File: src/rtl/seq_divider.sv
// seq_divider
//   Multi-cycle signed integer divider. Accepts two DATA_LEN-bit two's-complement
//   operands and produces the quotient (truncated toward zero) and the remainder
//   (sign follows the dividend). A restoring shift-subtract loop retires one
//   quotient bit per cycle. The result appears DATA_LEN+1 cycles after the
//   accepting edge and is held until the consumer takes it.
//
// Ports
//   clk          in   1         clock, rising edge
//   reset        in   1         synchronous, active-high
//   in_valid     in   1         operands a/b valid
//   in_ready     out  1         divider can accept operands (high only in IDLE)
//   a            in   DATA_LEN  dividend, signed
//   b            in   DATA_LEN  divisor, signed
//   out_valid    out  1         quotient/remainder/div_by_zero valid
//   out_ready    in   1         consumer takes the result
//   quotient     out  DATA_LEN  signed quotient
//   remainder    out  DATA_LEN  signed remainder
//   div_by_zero  out  1         b was zero for this result
module seq_divider #(
  parameter int DATA_LEN = 32
) (
  input  logic                clk,
  input  logic                reset,
  input  logic                in_valid,
  output logic                in_ready,
  input  logic [DATA_LEN-1:0] a,
  input  logic [DATA_LEN-1:0] b,
  output logic                out_valid,
  input  logic                out_ready,
  output logic [DATA_LEN-1:0] quotient,
  output logic [DATA_LEN-1:0] remainder,
  output logic                div_by_zero
);

  localparam int CNT_W = $clog2(DATA_LEN + 1);

  typedef enum logic [1:0] {
    IDLE = 2'd0,
    BUSY = 2'd1,
    DONE = 2'd2
  } state_t;

  state_t state, state_nxt;

  logic signed [DATA_LEN-1:0] a_s;
  logic signed [DATA_LEN-1:0] b_s;

  logic [CNT_W-1:0]    count;
  logic [DATA_LEN-1:0] rem_r;     // partial remainder magnitude
  logic [DATA_LEN-1:0] dvd_r;     // dividend bits shift out, quotient bits shift in
  logic [DATA_LEN-1:0] mag_b_r;
  logic                sign_q_r;
  logic                sign_r_r;
  logic                dbz_r;
  logic                out_valid_r;

  logic [DATA_LEN:0]   shifted;
  logic [DATA_LEN:0]   diff;
  logic                ge;
  logic [DATA_LEN-1:0] rem_nxt;
  logic [DATA_LEN-1:0] dvd_nxt;
  logic                accept;
  logic                last_iter;

  // Magnitude as an unsigned value; |MIN| = 2^(DATA_LEN-1) is representable.
  function automatic logic [DATA_LEN-1:0] abs_mag(input logic signed [DATA_LEN-1:0] x);
    logic [DATA_LEN-1:0] u;
    u = x;
    return x[DATA_LEN-1] ? (~u + 1'b1) : u;
  endfunction

  // Apply a sign to an unsigned magnitude, modulo 2^DATA_LEN.
  function automatic logic [DATA_LEN-1:0] apply_sign(input logic [DATA_LEN-1:0] mag,
                                                     input logic neg);
    return neg ? (~mag + 1'b1) : mag;
  endfunction

  assign a_s = a;
  assign b_s = b;

  assign in_ready  = (state == IDLE);
  assign out_valid = out_valid_r;
  assign accept    = in_valid && in_ready;
  assign last_iter = (count == CNT_W'(DATA_LEN - 1));

  // One restoring step. The shifted value is kept one bit wider so the
  // compare is exact even while |b| is zero and nothing is ever subtracted.
  always_comb begin
    shifted = {rem_r, dvd_r[DATA_LEN-1]};
    diff    = shifted - {1'b0, mag_b_r};
    ge      = (shifted >= {1'b0, mag_b_r});
    rem_nxt = ge ? diff[DATA_LEN-1:0] : shifted[DATA_LEN-1:0];
    dvd_nxt = {dvd_r[DATA_LEN-2:0], ge};
  end

  always_ff @(posedge clk) begin
    if (reset) begin
      state <= IDLE;
    end else begin
      state <= state_nxt;
    end
  end

  always_comb begin
    state_nxt = state;
    case (state)
      IDLE: if (accept) state_nxt = BUSY;
      BUSY: if (last_iter) state_nxt = DONE;
      DONE: if (out_valid_r && out_ready) state_nxt = IDLE;
      default: state_nxt = IDLE;
    endcase
  end

  // Operand capture and iteration counter
  always_ff @(posedge clk) begin
    if (reset) begin
      count <= '0;
    end else if (accept) begin
      count <= '0;
    end else if (state == BUSY) begin
      count <= count + 1'b1;
    end
  end

  always_ff @(posedge clk) begin
    if (accept) begin
      rem_r    <= '0;
      dvd_r    <= abs_mag(a_s);
      mag_b_r  <= abs_mag(b_s);
      sign_q_r <= a_s[DATA_LEN-1] ^ b_s[DATA_LEN-1];
      sign_r_r <= a_s[DATA_LEN-1];
      dbz_r    <= (b_s == '0);
    end else if (state == BUSY) begin
      rem_r <= rem_nxt;
      dvd_r <= dvd_nxt;
    end
  end

  // Sign-correction and output register: the first DONE cycle loads the
  // results; out_valid rises with them and falls after the handshake.
  // With b == 0 the loop leaves |a| in rem_r, so the sign-corrected
  // remainder is a itself; only the quotient needs overriding.
  always_ff @(posedge clk) begin
    if (reset) begin
      out_valid_r <= 1'b0;
      quotient    <= '0;
      remainder   <= '0;
      div_by_zero <= 1'b0;
    end else if (state == DONE && !out_valid_r) begin
      out_valid_r <= 1'b1;
      quotient    <= dbz_r ? '1 : apply_sign(dvd_r, sign_q_r);
      remainder   <= apply_sign(rem_r, sign_r_r);
      div_by_zero <= dbz_r;
    end else if (out_valid_r && out_ready) begin
      out_valid_r <= 1'b0;
    end
  end

endmodule

File: config.mk
export PLATFORM = sky130hd
export DESIGN_NAME = seq_divider
export DESIGN_NICKNAME = d
export VERILOG_FILES = /design/src/rtl/seq_divider.sv
export SDC_FILE = /design/constraint.sdc
export NUM_CORES = 1
export LEC_CHECK = 0
export ABC_AREA = 1
export CAP_MARGIN = 20
export CORE_MARGIN = 3
export CORE_UTILIZATION = 58
export CTS_CLUSTER_SIZE = 16
export DETAILED_ROUTE_END_ITERATION = 8
export MAX_ROUTING_LAYER = met4
export PLACE_DENSITY = 0.78
export SYNTH_ARGS = -nofsm -noshare
export SYNTH_HDL_FRONTEND = slang
export SYNTH_SLANG_ARGS = --single-unit
File: constraint.sdc
create_clock -name clk -period 2.73 [get_ports clk]
set_input_delay 0.4095 -clock clk [delete_from_list [all_inputs] [get_ports clk]]
set_output_delay 0.4095 -clock clk [all_outputs]
set_load 0.1 [all_outputs]
# == Word-level counts from Yosys, hierarchy flattened ==
# Index checks and enable logic that the tools add are counted.
# totals
register_bits,173
inputBits,68
out_inout_bits,67
elab_cells,55
# classes
add_sub_neg,6
order_cmp,1
eq_ne,6
mux,14
n_bitwise,5
reduce_logical,10
# ops
cell,count
$mux W32,7
$add A32 B1 Y32 const B,4
$not A32 Y32,4
$ge A33 B32 Y1,1
$logic_not A32 Y1,1
$sub A32 B32 Y32,1
$mux W31,1
$add A6 B1 Y6 const B,1
$eq A6 B5 Y1 const B,1
$mux W2,3
$pmux W2 S3,1
$ne A2 B2 Y1 const B,2
$reduce_bool A2 Y1,2
$logic_and A1 B1 Y1,3
$reduce_and A3 Y1,1
$eq A2 B1 Y1 const B,1
$eq A2 B2 Y1 const B,1
$logic_not A2 Y1,1
$mux W1,2
$ne A2 B1 Y1 const B,1
$reduce_or A2 Y1,1
$logic_not A1 Y1,1
$xor A1 B1 Y1,1

# == Logic depth before layout (Yosys ltp) ==
# Gate-level depths: netlist (run 1).
# logic_depth
depth_word,4
mapped_depth,17
mapped_depth_nobuf,16

# == Least setup slack after synthesis (run 1) ==
# Ideal clock, no wire load.
# synth_path
path_kind,register -> register
from,register state[1]
to,register dvd_r[21] (data pin)
setup_ns,0.318
arrival_time_ns,3.483
required_ns,2.412
path_slack_ns,-1.072
path_stages_with_launch,7
n_path_buf,2
period_less_slack_ns,3.802
path_cell_list,dfxtp_1 -> nor2_1 -> nand2_1 -> inv_1 -> buf_2 -> buf_1 -> o21ai_0
# synth_between
elab_chain_len,3
# synth_lines
element,line,source
from (decl),44,"state_t state, state_nxt;"
from (signal assigned),101,state <= state_nxt;
$logic_not A2 Y1,82,assign in_ready = (state == IDLE);
named net in_ready,26,"output logic in_ready,"
$logic_and A1 B1 Y1,84,assign accept = in_valid && in_ready;
named net accept,63,logic accept;
$mux W32,127,if (accept) begin
to (signal assigned),129,dvd_r <= abs_mag(a_s);
to (signal assigned),136,dvd_r <= dvd_nxt;
to (decl),51,logic [DATA_LEN-1:0] dvd_r;
# The timed path passes the listed nets, and every way through them passes these cells.
# A chain may end at the register's enable or synchronous reset.

# == Worst setup path after layout (run 1) ==
# layout_path
from,register rem_r[12]
to,register rem_r[31]
# layout_between
elab_chain_len,2
word_cells_on_any_way,3
cone_classes,add/sub (1); order compare (1); mux (1)
# layout_lines
element,line,source
from (decl),50,logic [DATA_LEN-1:0] rem_r;
from (signal assigned),135,rem_r <= rem_nxt;
$sub A32 B32 Y32 / $ge A33 B32 Y1 (equally long branches),"91, 92",
$mux W32 (*),93,rem_nxt = ge ? diff[DATA_LEN-1:0] : shifted[DATA_LEN-1:0];
# Every way passes the cells marked *; elsewhere a longest branch is shown, timed or not.

==> results of run 1 <==
## sequential cells by signal (all words and copies together), names as in the netlist, 2 cells and up
name and cells:
count 6, dvd_r 32, mag_b_r 32, quotient 32, rem_r 32, remainder 32, state 2
## cell usage in the layout (no fill, tap or decap), drive strengths merged, types with 6 or more instances in the layout
| master | count |
|---|---|
| a21oi | 52 |
| a31oi | 22 |
| buf | 90 |
| clkbuf | 17 |
| clkdlybuf4s50 | 67 |
| dfxtp | 106 |
| edfxtp | 67 |
| ha | 37 |
| inv | 322 |
| nand2 | 606 |
| nand3 | 176 |
| nand3b | 15 |
| nand4 | 21 |
| nor2 | 204 |
| nor3 | 33 |
| nor4 | 6 |
| o211ai | 15 |
| o21a | 11 |
| o21ai | 113 |
| o21bai | 9 |
| o221ai | 11 |
| xnor2 | 24 |
| xor2 | 51 |
## logic make-up (layout without fill, tap and decap cells)
logic type | count (synthesis) | in the layout | synth area share
DFF | 173 | 173 | 0.326
adders and majority gates | 38 | 38 | 0.0381
and+or+nand+nor | 1072 | 1072 | 0.362
xor gates and xnor gates | 75 | 75 | 0.0518
buffers and inverters | 374 | 504 | 0.114
AOI/OAI and AO/OA | 237 | 237 | 0.108
## worst register-to-register path: cells and delay by family, from the launching register on
kind / cells / cell delay (ps)
adders and majority gates: 1 / 400
DFF: 1 / 400
and+or+nand+nor: 12 / 1640
## power by group
group	switching, W	internal, W
clock network	0.00115	0.00129
logic	0.00372	0.00159
registers	0.000468	0.00314
total	0.00534	0.00602
## worst max-delay path by stage
stage | start | end | slack [ps] | depth (start not counted)
final | rem_r[12] | rem_r[31] | 190 | 13
after global routing | rem_r[12] | rem_r[31] | 20 | 13
after CTS | rem_r[12] | rem_r[31] | 250 | 13
after detailed placement | b[0] | mag_b_r[24] | 180 | 12
after global placement | b[0] | mag_b_r[24] | 240 | 12
after floorplan | state[1] | dvd_r[0] | 280 | 6
## metal layers
layer,wire (um),up-vias,part of all wire,track usage
li1,-,6541,-,-
met5,0,-,0,-
met2,16300,571,0.42,0.472
met4,654,0,0.017,0.0635
met1,17700,5874,0.46,0.478
met3,3780,55,0.098,0.0636
## layout make-up
type	instances	area share
clock inverter	15	0.0105
clock buffer	17	0.0289
inverter	315	0.0804
tap	275	0.0234
timing repair buffer	157	0.0915
sequential	173	0.281
multi-input combinational	1422	0.484
## metrics by stage
stage	worst slack (ps)	cell area [um^2]
3_5_place_dp	183	14100
5_1_grt	21.0	14700
2_1_floorplan	275	12700
6_report	187	14700
4_1_cts	250	14700
3_3_place_gp	237	14100
==> results.ini, run 1 <==
[run_status]
status = finished, final reports clean

[yosys]
synth_edf_count = 67
synth_most_common_cell = nand2_1
synth_fp_nets = 2075
syn-cell-area_um2 = 12700
ys.flop_type = dfxtp_1
synth_top_area_share = 0.174
netlist_top_cells_area = nand2_1 17%, dfxtp_1 17%, edfxtp_1 16%
ys_seq_elements = 173
synth_common_cells = 587 x nand2_1, 307 x inv_1, 189 x nor2_1
ys_async_sr_fraction = 0
avgSynthCellArea_um2 = 6.44
synth-seq-area-share = 0.326
synth_cell_types = 47
synth_cells = 1969
yosysWarnings = 0
yosysTopAreaCell = nand2_1

[cts]
cts_setup_buffers = 0
cts_sinks = 173
cts_buffers = 17
cts_htree_levels = 4
ctsHoldBuffers = 0
path_clk_slew_ps = 70
cts-root-buf = clkbuf_16
cts_tree = built
clock_latency_ps = 440
post_cts_resized = 0
cts_buffer_depth = 2

[place]
io_buffers = 134
dp_cells = 2342
place_congestion = 1.03
dp_hpwl_um = 30200

[flow_run]
cap_violations = 0

[min_path]
holdCritPathClass = reg2reg
hp-start = rem_r[0]
hold_depth = 2
whs_endpoint = rem_r[0]

[global_routing]
grt_use_total = 0.326
grt_overflow_total = 0
first_global_vias = 11677
grt_pass1_wl_um = 60300
grt_max_degree = 92
antenna_found_initial = 0

[layout]
final_nets = 2192
n_antenna_cell = 0
drive_gt1_frac = 0.0843
regArea_um2 = 4130
fin_cells = 2374
post-route-util = 0.693
multi_input_area_um2 = 7120
area.growth.synth_to_final_pct = 16.0
filler_cell_count = 1908

[critical_path]
critPathKind = reg2reg
path_common_cell = nand2_1
critPathCaptureType = register
crit_family = simple AND/OR/NAND/NOR gates
reg2reg_to = rem_r[31]
r2r_slack_ps = 190
crit_arrival_ps = 2880
rr_worst_depth = 13
critPathSlowestCell = nor2_1
crit_buf_inv = 0
path_cells = ha_1 > nand2_1 > nor2_1 > and2_1 > nand2_1 > nand2_1 > nand2_1 > nand2_1 > nand2_1 > nand2_1 > nand2_1 > nand3_1 > nand2_1
critPathRequiredTime_ps = 3060
r2r_start = rem_r[12]
worstSetupStartpointType = register
cpPeakStageDelay_ps = 450
crit_fanout = 5

[floorplanning]
start_util = 0.598
core_um2 = 21200
io_pins = 135
placementRows = 53
fp.dieH_um = 154
dieArea_um2 = 23700
fp.dieW_um = 154

[detailed_routing]
wire_per_inst_um = 16.2
drc = 0
drt_pass1_iterations = 6
detail-route-antenna-nets = 0
wl_um = 38400
vias_per_cell = 5.49
drtIter0Drc = 1429
vias = 13041

[power]
power.density_nw_per_um2 = 772
ir_drop_v = 0.000452
power.total_w = 0.0114
p_leak_nw = 7.38

[sta]
slew_headroom = 0.430
setup_viol = 0
hold_viol_final = 0
max_freq_mhz = 393
min_period_over_period = 0.931
slew_viol_final = 0
worst_clock_skew_ps = 11.7
tightestPinTransition_ps = 854
fin_tns_setup_ps = 0
whs_ps = 479
rsz0062_at_grt = false
min_period_ps = 2540

Power figures use the tool's default switching activity.
==> run 2, diff against run 1 <==
--- a/config.mk
+++ b/config.mk
@@ -8,11 +8,12 @@
 export ABC_AREA = 1
 export CAP_MARGIN = 20
 export CORE_MARGIN = 3
-export CORE_UTILIZATION = 58
+export CORE_UTILIZATION = 60
+export CTS_BUF_LIST = sky130_fd_sc_hd__clkbuf_8
 export CTS_CLUSTER_SIZE = 16
 export DETAILED_ROUTE_END_ITERATION = 8
 export MAX_ROUTING_LAYER = met4
-export PLACE_DENSITY = 0.78
+export PLACE_DENSITY = 0.81
 export SYNTH_ARGS = -nofsm -noshare
 export SYNTH_HDL_FRONTEND = slang
 export SYNTH_SLANG_ARGS = --single-unit
==> run 2 against run 1 <==
  * First-iteration DRC count down 0.42%
  * Flip-flop and latch count unchanged
  * Power down 6.0%
  * Utilization up 1.4 points
  * Cell count down 0.25%
  * Combinational power down 0.8%
  * Worst hold slack better by 11 ps
  * Sequential share of layout area up 0.41 points
  * Critical path type unchanged
  * Critical endpoint is now rem_r[18]
==> results.ini, run 2 (same netlist as run 1, synthesis figures left out) <==
[global_routing]
first_global_vias = 11798  ; +1.0%
grt_use_met2 = 0.480  ; +0.00755
antenna_found_initial = 0  ; unchanged
grt_use_total = 0.337  ; +0.0116
grt_pass1_wl_um = 59000  ; -2.0%
grtUsageMet1 = 0.484  ; +0.00577
grt.busiest_layer = met1
grt_overflow_total = 0  ; unchanged
met3_usage = 0.0775  ; +0.0139
grt_max_degree = 92  ; unchanged

[cts]
ctsHoldBuffers = 0  ; unchanged
cts_setup_buffers = 0  ; unchanged
path_clk_slew_ps = 100  ; +30 ps
post_cts_resized = 0  ; unchanged
cts_sinks = 173  ; unchanged
cts_tree = built
cts-root-buf = clkbuf_8
cts_htree_levels = 4  ; unchanged
cts_buffer_depth = 2  ; unchanged
clock_latency_ps = 480  ; +40 ps
cts_buffers = 17  ; unchanged

[power]
combPwrFrac = 0.494  ; +0.026
ir_drop_v = 0.000404  ; -11%
p_clk_frac = 0.169  ; -0.046
p_int_w = 0.00548  ; -8.8%
p_leak_nw = 7.30  ; -1.1%
swShare = 0.486  ; +0.0158
p_seq_frac = 0.337  ; +0.020
power.density_nw_per_um2 = 736  ; -4.6%
p_switching_w = 0.00519  ; -2.9%

[sta]
tightestPinTransition_ps = 871  ; +17.1 ps
slew_headroom = 0.419  ; -0.0114
setup_viol = 0  ; unchanged
fin_tns_setup_ps = 0  ; unchanged
max_freq_mhz = 401  ; +2.0%
min_period_ps = 2490  ; -50.6 ps
worst_clock_skew_ps = 17.7  ; +6.01 ps
slew_viol_final = 0  ; unchanged
min_period_over_period = 0.913  ; -0.0185
hold_viol_final = 0  ; unchanged
rsz0062_at_grt = false

[critical_path]
rr_worst_depth = 14  ; +1
worstSetupStartpointType = register
crit_fanout = 32  ; +27
crit_arrival_ps = 2870  ; about the same
reg2reg_to = rem_r[18]
critPathCaptureType = register
critPathRequiredTime_ps = 3110  ; +50 ps
path_common_cell = nand2_1
cpPeakStageDelay_ps = 500  ; +50 ps
r2r_slack_ps = 240  ; +50 ps
crit_buf_inv = 4  ; +4
path_cells = ha_1 > nand2_1 > inv_1 > nand2_1 > nand2_1 > inv_1 > nand2_1 > inv_1 > nand2_4 > nand2_4 > buf_4 > nand3_1 > nand3_1 > nand2_1
critPathKind = reg2reg
critPathSlowestCell = dfxtp_1
crit_family = simple AND/OR/NAND/NOR gates
r2r_start = rem_r[14]

[min_path]
hp-start = rem_r[0]
hold_depth = 2  ; unchanged
whs_endpoint = rem_r[0]
holdCritPathClass = reg2reg

[floorplanning]
fp.dieH_um = 151  ; -1.6%
dieArea_um2 = 22900  ; -3.2%
start_util = 0.619  ; +0.0212
core_um2 = 20500  ; -3.4%
fp.dieW_um = 151  ; -1.6%
io_pins = 135  ; unchanged
placementRows = 52  ; -1.9%

[detailed_routing]
detail-route-antenna-nets = 0  ; unchanged
vias = 13197  ; +1.2%
wire_per_inst_um = 16.0  ; -1.1%
drt_pass1_iterations = 6  ; unchanged
drc = 0  ; unchanged
vias_per_cell = 5.57  ; +1.5%
wl_um = 37800  ; -1.4%
drtIter0Drc = 1423  ; -0.42%

[layout]
n_antenna_cell = 0  ; unchanged
fin_cells = 2368  ; -0.25%
area.growth.synth_to_final_pct = 14.3
drive_gt1_frac = 0.0839  ; -0.000436
most-common-layout-cells = 587 x nand2_1, 308 x inv_1, 184 x nor2_1
final_nets = 2191  ; -0.046%
filler_cell_count = 1858  ; -2.6%
final_common_cell = nand2_1

[place]
dp_cells = 2336  ; -0.26%
dp_hpwl_um = 29700  ; -1.7%
io_buffers = 134  ; unchanged
place_congestion = 1.04  ; +0.74%

[flow_run]
cap_violations = 0  ; unchanged

[run_status]
status = finished, final reports clean

-- run 2: cell count changes in the layout (fill, tap and decap cells not counted) --
cell,delta
clkinvlp_4,-1
inv_4,+1
clkbuf_16,-17
inv_6,+1
buf_4,-1
clkinv_4,+1
clkinv_8,-1
clkinv_1,-2
inv_1,+2
clkbuf_8,+18
inv_8,-2
-- run 2: routing by layer --
metal | up-vias | share of wire
li1 | 6515 | -
met1 | 6040 | 0.45
met2 | 585 | 0.42
met3 | 57 | 0.11
met4 | 0 | 0.020
met5 | - | 0
-- run 2: worst max path at each step --
stage / start / endpoint / slack [ps] / cells after the start
floorplan: state[1] / dvd_r[0] / 280 / 6
detailed placement: b[0] / mag_b_r[24] / 90 / 12
global placement: b[2] / mag_b_r[21] / 210 / 8
finish: rem_r[14] / rem_r[18] / 240 / 14
global route: rem_r[14] / rem_r[26] / 40 / 14
CTS: rem_r[14] / rem_r[18] / 310 / 14
-- run 2: power groups by stage --
stage	combinational, W	sequential, W	clock [W]
floorplan	0.00326	0.00413	0
global placement	0.00509	0.00362	0
detailed placement	0.00516	0.00363	0
CTS	0.00519	0.00357	0.00181
global route	0.00582	0.00362	0.00191
finish	0.00527	0.00360	0.00180
-- run 2: area by class of cell --
type / instances / area [um^2] / share of cell area
repair buffers: 156 / 1340 / 0.0924
multi-input cells: 1422 / 7120 / 0.491
well taps: 270 / 338 / 0.0233
inverters: 315 / 1180 / 0.0816
flip-flops and latches: 173 / 4130 / 0.285
clock inverters: 14 / 131 / 0.00906
clock buffers: 18 / 248 / 0.0171
-- run 2: through the flow --
step / total power (W) / hold slack, ps / setup slack, ps / cell area (um^2) / utilization
after floorplan: 0.00738 / 448 / 275 / 12700 / -
after global placement: 0.00871 / 464 / 214 / 14100 / 0.689
after detailed placement: 0.00879 / 471 / 91.7 / 14100 / 0.689
after CTS: 0.0106 / 486 / 312 / 14500 / 0.707
after global routing: 0.0113 / 521 / 40.6 / 14500 / 0.707
final: 0.0107 / 490 / 238 / 14500 / 0.707
-- run 2: worst register-to-register path: stages (launching register included) --
cell and delay [ps]:
dfxtp_1 500, ha_1 350, nand2_1 220, inv_1 60, nand2_1 60, nand2_1 100, inv_1 70, nand2_1 100
inv_1 140, nand2_4 90, nand2_4 70, buf_4 320, nand3_1 160, nand3_1 110, nand2_1 60
==> run 3, diff against run 2 <==
--- a/config.mk
+++ b/config.mk
@@ -12,7 +12,6 @@
 export CTS_BUF_LIST = sky130_fd_sc_hd__clkbuf_8
 export CTS_CLUSTER_SIZE = 16
 export DETAILED_ROUTE_END_ITERATION = 8
-export MAX_ROUTING_LAYER = met4
 export PLACE_DENSITY = 0.81
 export SYNTH_ARGS = -nofsm -noshare
 export SYNTH_HDL_FRONTEND = slang
==> run 3 against run 2 <==
  * Utilization up 0.061 points
  * Critical path depth unchanged
  * Via count down 0.47%
  * Highest routed layer unchanged
  * Non-clock buffer count up 1
  * Largest cell class unchanged
==> results.ini, run 3 (same netlist as run 1, synthesis figures left out) <==
[run_status]
status = finished, final reports clean

[place]
io_buffers = 134  ; unchanged
place_ws_ps = 193  ; +102 ps
dp_cells = 2337  ; +0.043%
place_congestion = 1.00  ; -3.3%
dp_hpwl_um = 29600  ; -0.18%

[layout]
regArea_um2 = 4130  ; unchanged
final_common_cell = nand2_1
drive_gt1_frac = 0.0843  ; +0.000436
most-common-layout-cells = 587 x nand2_1, 308 x inv_1, 184 x nor2_1
n_antenna_cell = 0  ; unchanged
fin_cells = 2369  ; +0.042%
filler_cell_count = 1827  ; -1.7%
final_nets = 2192  ; +0.046%
area.growth.synth_to_final_pct = 14.4  ; about the same
multi_input_area_um2 = 7120  ; unchanged

[floorplanning]
placementRows = 52  ; unchanged
dieArea_um2 = 22900  ; unchanged
core_um2 = 20500  ; unchanged
start_util = 0.619  ; unchanged
fp.dieW_um = 151  ; unchanged
fp.dieH_um = 151  ; unchanged
io_pins = 135  ; unchanged

[critical_path]
cpPeakStageDelay_ps = 500  ; about the same
worstSetupStartpointType = register
critPathKind = reg2reg
crit_arrival_ps = 2820  ; -50 ps
crit_buf_inv = 4  ; unchanged
critPathSlowestCell = dfxtp_1
path_common_cell = nand2_1
critPathRequiredTime_ps = 3100  ; about the same
path_cells = ha_1 > nand2_1 > inv_1 > nand2_1 > nand2_1 > inv_1 > nand2_1 > inv_1 > nand2_4 > nand2_4 > buf_4 > nand3_1 > nand3_1 > nand2_1
crit_family = simple AND/OR/NAND/NOR gates
critPathCaptureType = register
crit_fanout = 32  ; unchanged

[cts]
post_cts_resized = 0  ; unchanged
cts-root-buf = clkbuf_8
cts_tree = built
cts_setup_buffers = 0  ; unchanged
cts_buffers = 17  ; unchanged
path_clk_slew_ps = 100  ; about the same
ctsHoldBuffers = 0  ; unchanged
clock_latency_ps = 470  ; about the same
cts_sinks = 173  ; unchanged
cts_htree_levels = 4  ; unchanged
cts_buffer_depth = 2  ; unchanged

[detailed_routing]
wire_per_inst_um = 15.8  ; -1.4%
drtIter0Drc = 1633  ; +15%
drc = 0  ; unchanged
wl_um = 37300  ; -1.4%
detail-route-antenna-nets = 0  ; unchanged
vias = 13135  ; -0.47%
vias_per_cell = 5.54  ; -0.51%
drt_pass1_iterations = 5  ; -1

[power]
p_leak_nw = 7.30  ; about the same
ir_drop_v = 0.000384  ; -4.9%
power.density_nw_per_um2 = 735  ; -0.13%

[flow_run]
cap_violations = 0  ; unchanged

[min_path]
holdCritPathClass = reg2reg

[global_routing]
grt_overflow_total = 0  ; unchanged
first_global_vias = 11589  ; -1.8%
grt_max_degree = 92  ; unchanged
grt_pass1_wl_um = 59100  ; about the same
antenna_found_initial = 0  ; unchanged
grt_use_total = 0.326  ; -0.0112

[sta]
worst_clock_skew_ps = 15.9  ; -1.82 ps
fin_tns_setup_ps = 0  ; unchanged
min_period_over_period = 0.897  ; -0.0155
fin_ws_ps = 280  ; +42.4 ps
max_freq_mhz = 408  ; +1.7%
rsz0062_at_grt = false
slew_viol_final = 0  ; unchanged
hold_viol_final = 0  ; unchanged
min_period_ps = 2450  ; -42.4 ps
slew_headroom = 0.437  ; +0.0184
setup_viol = 0  ; unchanged
tightestPinTransition_ps = 844  ; -27.6 ps

run 3: cell count changes in the layout (fill, tap and decap cells not counted):
| cell | delta |
|---|---|
| inv_6 | +1 |
| clkbuf_8 | -1 |
| buf_12 | +1 |
| inv_8 | -1 |
| clkinv_4 | +1 |
run 3: area by class of cell:
cell class,count,share of cell area
Sequential cell,173,0.285
Clock inverter,15,0.00949
Tap cell,270,0.0233
Inverter,315,0.0815
Multi-Input combinational cell,1422,0.491
Clock buffer,17,0.0161
Timing Repair Buffer,157,0.0937
run 3: report_power, final:
group          total [W]  leakage, nW  internal (W)  switching [W]
Sequential       0.00362         1.52       0.00313       0.000482
Combinational    0.00530         5.59       0.00162        0.00368
Clock            0.00175        0.197      0.000739        0.00101
run 3: through the flow:
step	total power (W)	cell area (um^2)	util	hold WS, ps
2_1_floorplan	0.00738	12700	-	448
3_3_place_gp	0.00873	14100	0.690	465
3_5_place_dp	0.00883	14100	0.690	470
4_1_cts	0.0106	14500	0.708	487
5_1_grt	0.0114	14500	0.708	534
6_report	0.0107	14500	0.708	483
run 3: final timing paths:
path | from | to | slack [ps] | cells after the start
setup / recovery | rem_r[14] | rem_r[29] | 280 | 14
hold / removal | rem_r[0] | rem_r[0] | 480 | 2
setup reg to reg | rem_r[14] | rem_r[29] | 280 | 14
hold reg to reg | rem_r[0] | rem_r[0] | 480 | 2
run 3: tightest hold or removal path: cells and delay by family, from the launching register on:
kind	cells	cell delay, ps
simple gates	2	110
flops	1	340
run 3: layer usage:
| metal | vias to the layer above | wire [um] | GRT usage |
|---|---|---|---|
| met5 | - | 0 | 0 |
| met3 | 41 | 3710 | 0.0595 |
| met2 | 615 | 15900 | 0.472 |
| li1 | 6527 | - | - |
| met1 | 5952 | 17100 | 0.501 |
| met4 | 0 | 582 | 0.0780 |
